$ cat config.mk
export PLATFORM = sky130hd
export DESIGN_NAME = quad_encoder_array
export DESIGN_NICKNAME = d
export VERILOG_FILES = /design/src/rtl/quad_encoder_array.sv
export SDC_FILE = /design/constraint.sdc
export NUM_CORES = 1
export LEC_CHECK = 0
export ABC_AREA = 1
export BUFFER_PORTS_ARGS = -buffer_cell sky130_fd_sc_hd__buf_2
export CELL_PAD_IN_SITES_DETAIL_PLACEMENT = 1
export CELL_PAD_IN_SITES_GLOBAL_PLACEMENT = 2
export CORE_MARGIN = 8
export CORE_UTILIZATION = 36
export CTS_CLUSTER_SIZE = 14
export DETAILED_ROUTE_END_ITERATION = 7
export PLACE_DENSITY_LB_ADDON = 0.1
export SLEW_MARGIN = 15
export SYNTH_ARGS = -nofsm -noshare
export SYNTH_HDL_FRONTEND = slang
export SYNTH_SLANG_ARGS = --single-unit
export TNS_END_PERCENT = 1
$ cat constraint.sdc
create_clock -name clk -period 9 [get_ports clk]
set_input_delay 0.9 -clock clk [delete_from_list [all_inputs] [get_ports clk]]
set_output_delay 0.9 -clock clk [all_outputs]
set_load 0.05 [all_outputs]
$ cat src/rtl/quad_encoder_array.sv
// quad_encoder_array
// Multi-channel 4x quadrature encoder interface. Every channel has its own
// input synchroniser, glitch filter, Gray-code decoder, signed wrapping
// position counter, saturating distance counter and sticky error flag.
// A shared snapshot port latches all position counts in the same cycle.
//
// Optional feature: define ENC_VELOCITY_EN to build the per-channel velocity
// estimator (shared window counter, per-channel base, vel / vel_valid ports).
//
// Ports:
//   clk, rst      clock, asynchronous active-high reset
//   quad_a/quad_b asynchronous encoder phases, one bit per channel
//   zero_cntrs    synchronous per-channel clear of count/pos_count/err
//   snap_req      one-cycle request to latch every count
//   count         live signed position, channel 0 in the LSBs
//   pos_count     live saturating edge count (distance)
//   direction     1 = forward, 0 = reverse, from the last valid edge
//   err           sticky illegal-transition flag
//   snap_count    counts captured by the last snap_req
//   snap_valid    one-cycle pulse when snap_count has been refreshed
//   vel/vel_valid signed counts per window and its strobe (ENC_VELOCITY_EN)
module quad_encoder_array #(
  parameter int NUM_CH      = 2,
  parameter int CNT_W       = 24,
  parameter int SYNC_STAGES = 2,
  parameter int FILT_LEN    = 4,
  parameter int VEL_PERIOD  = 100000,
  parameter int VEL_W       = 16
) (
  input  logic                    clk,
  input  logic                    rst,
  input  logic [NUM_CH-1:0]       quad_a,
  input  logic [NUM_CH-1:0]       quad_b,
  input  logic [NUM_CH-1:0]       zero_cntrs,
  input  logic                    snap_req,
  output logic [NUM_CH*CNT_W-1:0] count,
  output logic [NUM_CH*CNT_W-1:0] pos_count,
  output logic [NUM_CH-1:0]       direction,
  output logic [NUM_CH-1:0]       err,
  output logic [NUM_CH*CNT_W-1:0] snap_count,
  output logic                    snap_valid
`ifdef ENC_VELOCITY_EN
  ,
  output logic [NUM_CH*VEL_W-1:0] vel,
  output logic                    vel_valid
`endif
);

  localparam int FCW = $clog2(FILT_LEN + 1);

  logic snap_valid_q;

  always_ff @(posedge clk or posedge rst) begin
    if (rst) snap_valid_q <= 1'b0;
    else     snap_valid_q <= snap_req;
  end

  assign snap_valid = snap_valid_q;

`ifdef ENC_VELOCITY_EN
  localparam int PW = $clog2(VEL_PERIOD);
  localparam int DW = (CNT_W > VEL_W) ? CNT_W : VEL_W;

  logic [PW-1:0] per_q;
  logic          per_term;
  logic          vel_valid_q;

  // Clamp a wrapped count difference into the signed VEL_W range.
  function automatic logic signed [VEL_W-1:0] sat_vel(input logic signed [CNT_W-1:0] d);
    logic signed [DW-1:0] x;
    logic signed [DW-1:0] vmax;
    logic signed [DW-1:0] vmin;
    x    = DW'(d);
    vmax = DW'({1'b0, {(VEL_W-1){1'b1}}});
    vmin = ~vmax;
    if (x > vmax)      sat_vel = vmax[VEL_W-1:0];
    else if (x < vmin) sat_vel = vmin[VEL_W-1:0];
    else               sat_vel = x[VEL_W-1:0];
  endfunction

  assign per_term = (per_q == PW'(VEL_PERIOD - 1));

  always_ff @(posedge clk or posedge rst) begin
    if (rst) begin
      per_q       <= '0;
      vel_valid_q <= 1'b0;
    end else begin
      per_q       <= per_term ? '0 : per_q + PW'(1);
      vel_valid_q <= per_term;
    end
  end

  assign vel_valid = vel_valid_q;
`else
  logic unused_vel_cfg;
  assign unused_vel_cfg = (VEL_PERIOD > 1) ^ (VEL_W > 1);
`endif

  for (genvar i = 0; i < NUM_CH; i++) begin : g_ch
    logic [1:0] in_ab;
    logic [1:0] filt;

    assign in_ab = {quad_a[i], quad_b[i]};

    // Index 1 is phase A, index 0 is phase B.
    for (genvar p = 0; p < 2; p++) begin : g_ph
      logic [SYNC_STAGES-1:0] sync_q;
      logic [FCW-1:0]         fcnt_q;
      logic                   filt_q;

      // The synchronised value must differ from the accepted value on
      // FILT_LEN consecutive edges before it is taken; any reversion
      // restarts the count.
      always_ff @(posedge clk or posedge rst) begin
        if (rst) begin
          sync_q <= '0;
          fcnt_q <= '0;
          filt_q <= 1'b0;
        end else begin
          sync_q <= {sync_q[SYNC_STAGES-2:0], in_ab[p]};
          if (sync_q[SYNC_STAGES-1] == filt_q) begin
            fcnt_q <= '0;
          end else if (fcnt_q == FCW'(FILT_LEN - 1)) begin
            filt_q <= sync_q[SYNC_STAGES-1];
            fcnt_q <= '0;
          end else begin
            fcnt_q <= fcnt_q + FCW'(1);
          end
        end
      end

      assign filt[p] = filt_q;
    end

    logic [1:0]              ab_p1_q;
    logic [1:0]              ab_p2_q;
    logic                    fwd;
    logic                    rev;
    logic                    ill;
    logic signed [CNT_W-1:0] count_q;
    logic signed [CNT_W-1:0] count_d;
    logic [CNT_W-1:0]        pos_q;
    logic [CNT_W-1:0]        pos_d;
    logic                    dir_q;
    logic                    dir_d;
    logic                    err_q;
    logic                    err_d;
    logic signed [CNT_W-1:0] snap_q;

    // Gray order 00->01->11->10->00 is forward; both bits flipping is illegal.
    always_comb begin
      fwd = 1'b0;
      rev = 1'b0;
      ill = 1'b0;
      case ({ab_p2_q, ab_p1_q})
        4'b0001, 4'b0111, 4'b1110, 4'b1000: fwd = 1'b1;
        4'b0010, 4'b1011, 4'b1101, 4'b0100: rev = 1'b1;
        4'b0011, 4'b1100, 4'b0110, 4'b1001: ill = 1'b1;
        default: ;
      endcase
    end

    always_comb begin
      count_d = count_q;
      pos_d   = pos_q;
      dir_d   = dir_q;
      err_d   = err_q;
      if (zero_cntrs[i]) begin
        count_d = '0;
        pos_d   = '0;
        err_d   = 1'b0;
      end else if (fwd || rev) begin
        count_d = fwd ? count_q + CNT_W'(1) : count_q - CNT_W'(1);
        pos_d   = (&pos_q) ? pos_q : pos_q + CNT_W'(1);
        dir_d   = fwd;
      end else if (ill) begin
        err_d   = 1'b1;
      end
    end

    always_ff @(posedge clk or posedge rst) begin
      if (rst) begin
        ab_p1_q <= 2'b00;
        ab_p2_q <= 2'b00;
        count_q <= '0;
        pos_q   <= '0;
        dir_q   <= 1'b0;
        err_q   <= 1'b0;
        snap_q  <= '0;
      end else begin
        ab_p1_q <= filt;
        ab_p2_q <= ab_p1_q;
        count_q <= count_d;
        pos_q   <= pos_d;
        dir_q   <= dir_d;
        err_q   <= err_d;
        if (snap_req) snap_q <= count_q;
      end
    end

    assign count[i*CNT_W +: CNT_W]      = count_q;
    assign pos_count[i*CNT_W +: CNT_W]  = pos_q;
    assign direction[i]                 = dir_q;
    assign err[i]                       = err_q;
    assign snap_count[i*CNT_W +: CNT_W] = snap_q;

`ifdef ENC_VELOCITY_EN
    logic signed [CNT_W-1:0] base_q;
    logic signed [VEL_W-1:0] vel_q;
    logic signed [CNT_W-1:0] diff;

    assign diff = count_q - base_q;

    always_ff @(posedge clk or posedge rst) begin
      if (rst) begin
        base_q <= '0;
        vel_q  <= '0;
      end else begin
        if (per_term) vel_q <= sat_vel(diff);
        if (zero_cntrs[i])  base_q <= '0;
        else if (per_term)  base_q <= count_q;
      end
    end

    assign vel[i*VEL_W +: VEL_W] = vel_q;
`endif
  end

endmodule

==> metrics.md <==
| Metric | Value |
|---|---|
| Status | finished, final reports clean |
| Finished Cell Area | 0.0134 mm² |
| Die footprint | 0.0384 mm² |
| Top cell by count, worst path | nand2_1 |
| CP Cell Sequence | xnor2_1 > nand2_1 > ha_1 > nand2_1 > nor2_1 > nand3_1 > nand3_1 > nand2_1 > nand2_1 > nand2_1 > nand3_1 > nand2_1 |
| Seq/Total Area, Yosys | 38.8% |
| Initial Util | 36.2% |
| Final Cycle Share | 37.8% |
| Hpwl dp | 27000 µm |
| Crit-path slowest cell | nand2_1 |
| CTS root buf | clkbuf_16 |
| Antenna-violating nets left | 0 |
| Startpoint types | flip-flop |
| Post-Synthesis Cell Area | 0.0117 mm² |
| Max H-tree Level | 4 |
| Die Span Y | 196 µm |
| # clock sinks | 181 |
| WHS Endpoint | g_ch[0].g_ph[1].sync_q[1] |
| Routed wire length | 35800 µm |
| R2R Setup Slk | 5.60 ns |
| Die Width | 196 µm |
| Max cap viols | 0 |
| First-pass GRT wire length | 60300 µm |
| Port Buffers | 157 |
| Crit path time final | 3.40 ns |
| Final setup vio count | 0 |
| CTS tree | done |
| Row count | 66 |
| Worst Hold Path Cells | 0 |
| Synth warn | 0 |
| Cts bufs inserted | 17 |
| Worst vdd ir | 0.000161 V |
| Pwr/cell area | 437 mW/mm² |
| TritonRoute pass-1 iters | 5 |
| Vias in the first global route | 11424 |
| Layout cells sized above 1 | 16.5% |
| Worst-Skew Late Latency | 0.45 ns |
| Core area | 0.0322 mm² |
| EDFF count, synth | 0 |
| Ys flop type | dfrtp_1 |
| Critical path peak fanout | 25 |
| # diodes | 0 |
| Data arrival, critical path | 3.75 ns |
| Via count | 10738 |
| Placer Congestion | 0.854 |
| Initial antenna violation count | 0 |
| Gate Count Post-Synth | 1615 |
| Final hold vios | 0 |
| Crit-path max cell delay | 0.72 ns |
| Hold Startpoint | g_ch[0].g_ph[1].sync_q[0] |
| Critical path type | flip-flop to flip-flop |
| Worst reg2reg startpoint | g_ch[0].ab_p1_q[1] |
| CTS Buffer Depth | 2 |
| Worst Clk Skew | 0.0125 ns |
| Post-Synthesis Mean Instance Area | 7.22 µm² |
| Netlist cell types | 38 |
| Hold_buf cts | 0 |
| Remaining DRCs | 0 |
| I/O pin cnt | 158 |
| Reg2reg end | g_ch[0].count_q[18] |
| Clock-pin slew on the worst setup and hold paths | 0.08 ns |
| Largest net degree at the start of global routing | 131 |
| Post-CTS Setup Inserts | 0 |
| Unrepaired setup endpoints after global routing | no |
| Post_cts resized | 0 |
| Final non-filler cell total | 2187 |
| Worst hold path class | flip-flop to flip-flop |
| Util after Layout | 41.5% |
| Max frequency | 294 MHz |
| Area grow syn2layout | 14.5% |
| Overall power | 0.00583 W |
| Setup TNS | 0 ns |
| Vias/cell | 4.91 |
| Initial DRC Count | 395 |
| Worst-Margin Slew | 1.10 ns |
| Post-synthesis async set-or-reset flop share | 100% |
| Grt ovf | 0 |
| Number of cells on the worst reg-to-reg path | 12 |
| Avg WL per Cell | 16.4 µm |
| # fillers | 4118 |
| Dpl cell area | 0.0128 mm² |
| Post-synth net total | 1676 |
| Slew Limit Fails | 0 |
| NumNets Final | 1827 |
| Cells after DPL | 2155 |
| Critical Path RT | 9.35 ns |
| Crit. End Element | flip-flop |
| Flops & latches, synth | 181 |
| Max_slew headroom | 26.2% |
| GRT Total Usage | 19.3% |
| P_leak | 7.22 nW |
registers in the layout (all words and copies together), names as in the netlist:
register	flops
g_ch.count_q	48
g_ch.pos_q	48
g_ch.snap_q	48
g_ch.g_ph.fcnt_q	12
g_ch.g_ph.sync_q	8
g_ch.ab_p1_q	4
g_ch.ab_p2_q	4
g_ch.g_ph.filt_q	4
g_ch.dir_q	2
g_ch.err_q	2
snap_valid	1
layout make-up:
cell class / instances / area (µm²) / area share [%]
flip-flops and latches: 181 / 4530 / 33.9
clock buffers: 21 / 480 / 3.60
multi-input cells: 1184 / 6070 / 45.5
repair buffers: 159 / 801 / 6.00
clock inverters: 11 / 114 / 0.853
inverters: 223 / 845 / 6.32
well taps: 408 / 510 / 3.82
cell usage after synthesis, types with 9 or more instances:
cell type	instances	area, µm²
inv_1	219	822
a21oi_1	36	180
mux2_2	41	462
nand4_1	24	150
o21ai_1	17	85.1
nand3_1	108	541
xnor2_1	19	166
nand2_1	587	2200
o21ai_0	36	180
nor2_1	142	533
nor3_1	28	140
dfrtp_1	181	4530
ha_1	50	626
nand2_2	16	100
buf_2	9	45.0
xor2_1	15	131
o21ai_2	20	175
through the flow:
step,hold slack [ns],setup WS (ns)
floorplan,0.331,3.18
global placement,0.337,5.68
detailed placement,0.341,5.59
CTS,0.356,5.56
global route,0.365,5.28
finish,0.353,5.60
power by group:
group	total (W)	switching [W]	internal, W
logic	0.00385	0.00275	0.00110
registers	0.00120	0.000186	0.00101
clock network	0.000781	0.000363	0.000418
critical path, delay by kind of cell (launching register included):
family                   cells  cell delay (ns)
AND/OR/NAND/NOR             10             1.89
adder cells (fa/ha/maj)      1             0.69
flip-flops                   1             0.45
XOR/XNOR                     1             0.26
worst max-delay path by stage:
stage                       start             endpoint  slack, ns  depth (start not counted)
2_1_floorplan                 rst   g_ch[0].ab_p1_q[0]       3.18                          1
3_3_place_gp   g_ch[0].ab_p1_q[1]  g_ch[0].count_q[18]       5.68                         12
3_5_place_dp   g_ch[0].ab_p1_q[1]  g_ch[0].count_q[18]       5.59                         12
4_1_cts        g_ch[0].ab_p1_q[1]  g_ch[0].count_q[18]       5.56                         12
5_1_grt        g_ch[0].ab_p1_q[1]  g_ch[0].count_q[18]       5.28                         12
6_report       g_ch[0].ab_p1_q[1]  g_ch[0].count_q[18]       5.60                         12
cell usage in the layout (no fill, tap or decap), drive strengths merged, types with 4 or more instances in the layout:
cell	n
xnor2	19
inv	227
o22ai	5
xor2	15
nand2	605
nand3b	7
o21ai	73
ha	50
nand3	109
buf	159
mux2	41
or2	7
clkinv	5
and2	4
nor2	149
nand4	26
clkbuf	21
a21oi	36
dfrtp	181
nor3	30
cells by family (layout without fill, tap and decap cells):
family / count (synthesis) / after routing / share of synthesized area (%)
xor+xnor: 34 / 34 / 2.55
compound gates: 120 / 120 / 5.99
fa+ha+maj: 52 / 52 / 5.71
buf+inv: 250 / 414 / 9.08
simple gates: 937 / 937 / 33.9
flops: 181 / 181 / 38.8
mux: 41 / 41 / 3.96
routing by layer:
layer  track usage [%]  share of wire [%]  vias to the layer above
met2              32.1                 46                      143
met3              3.05                3.0                       24
met1              26.0                 50                     5178
li1                  -                  -                     5393
met4              4.58                1.0                        0
met5                 0                  0                        -
Power figures use the tool's default switching activity.
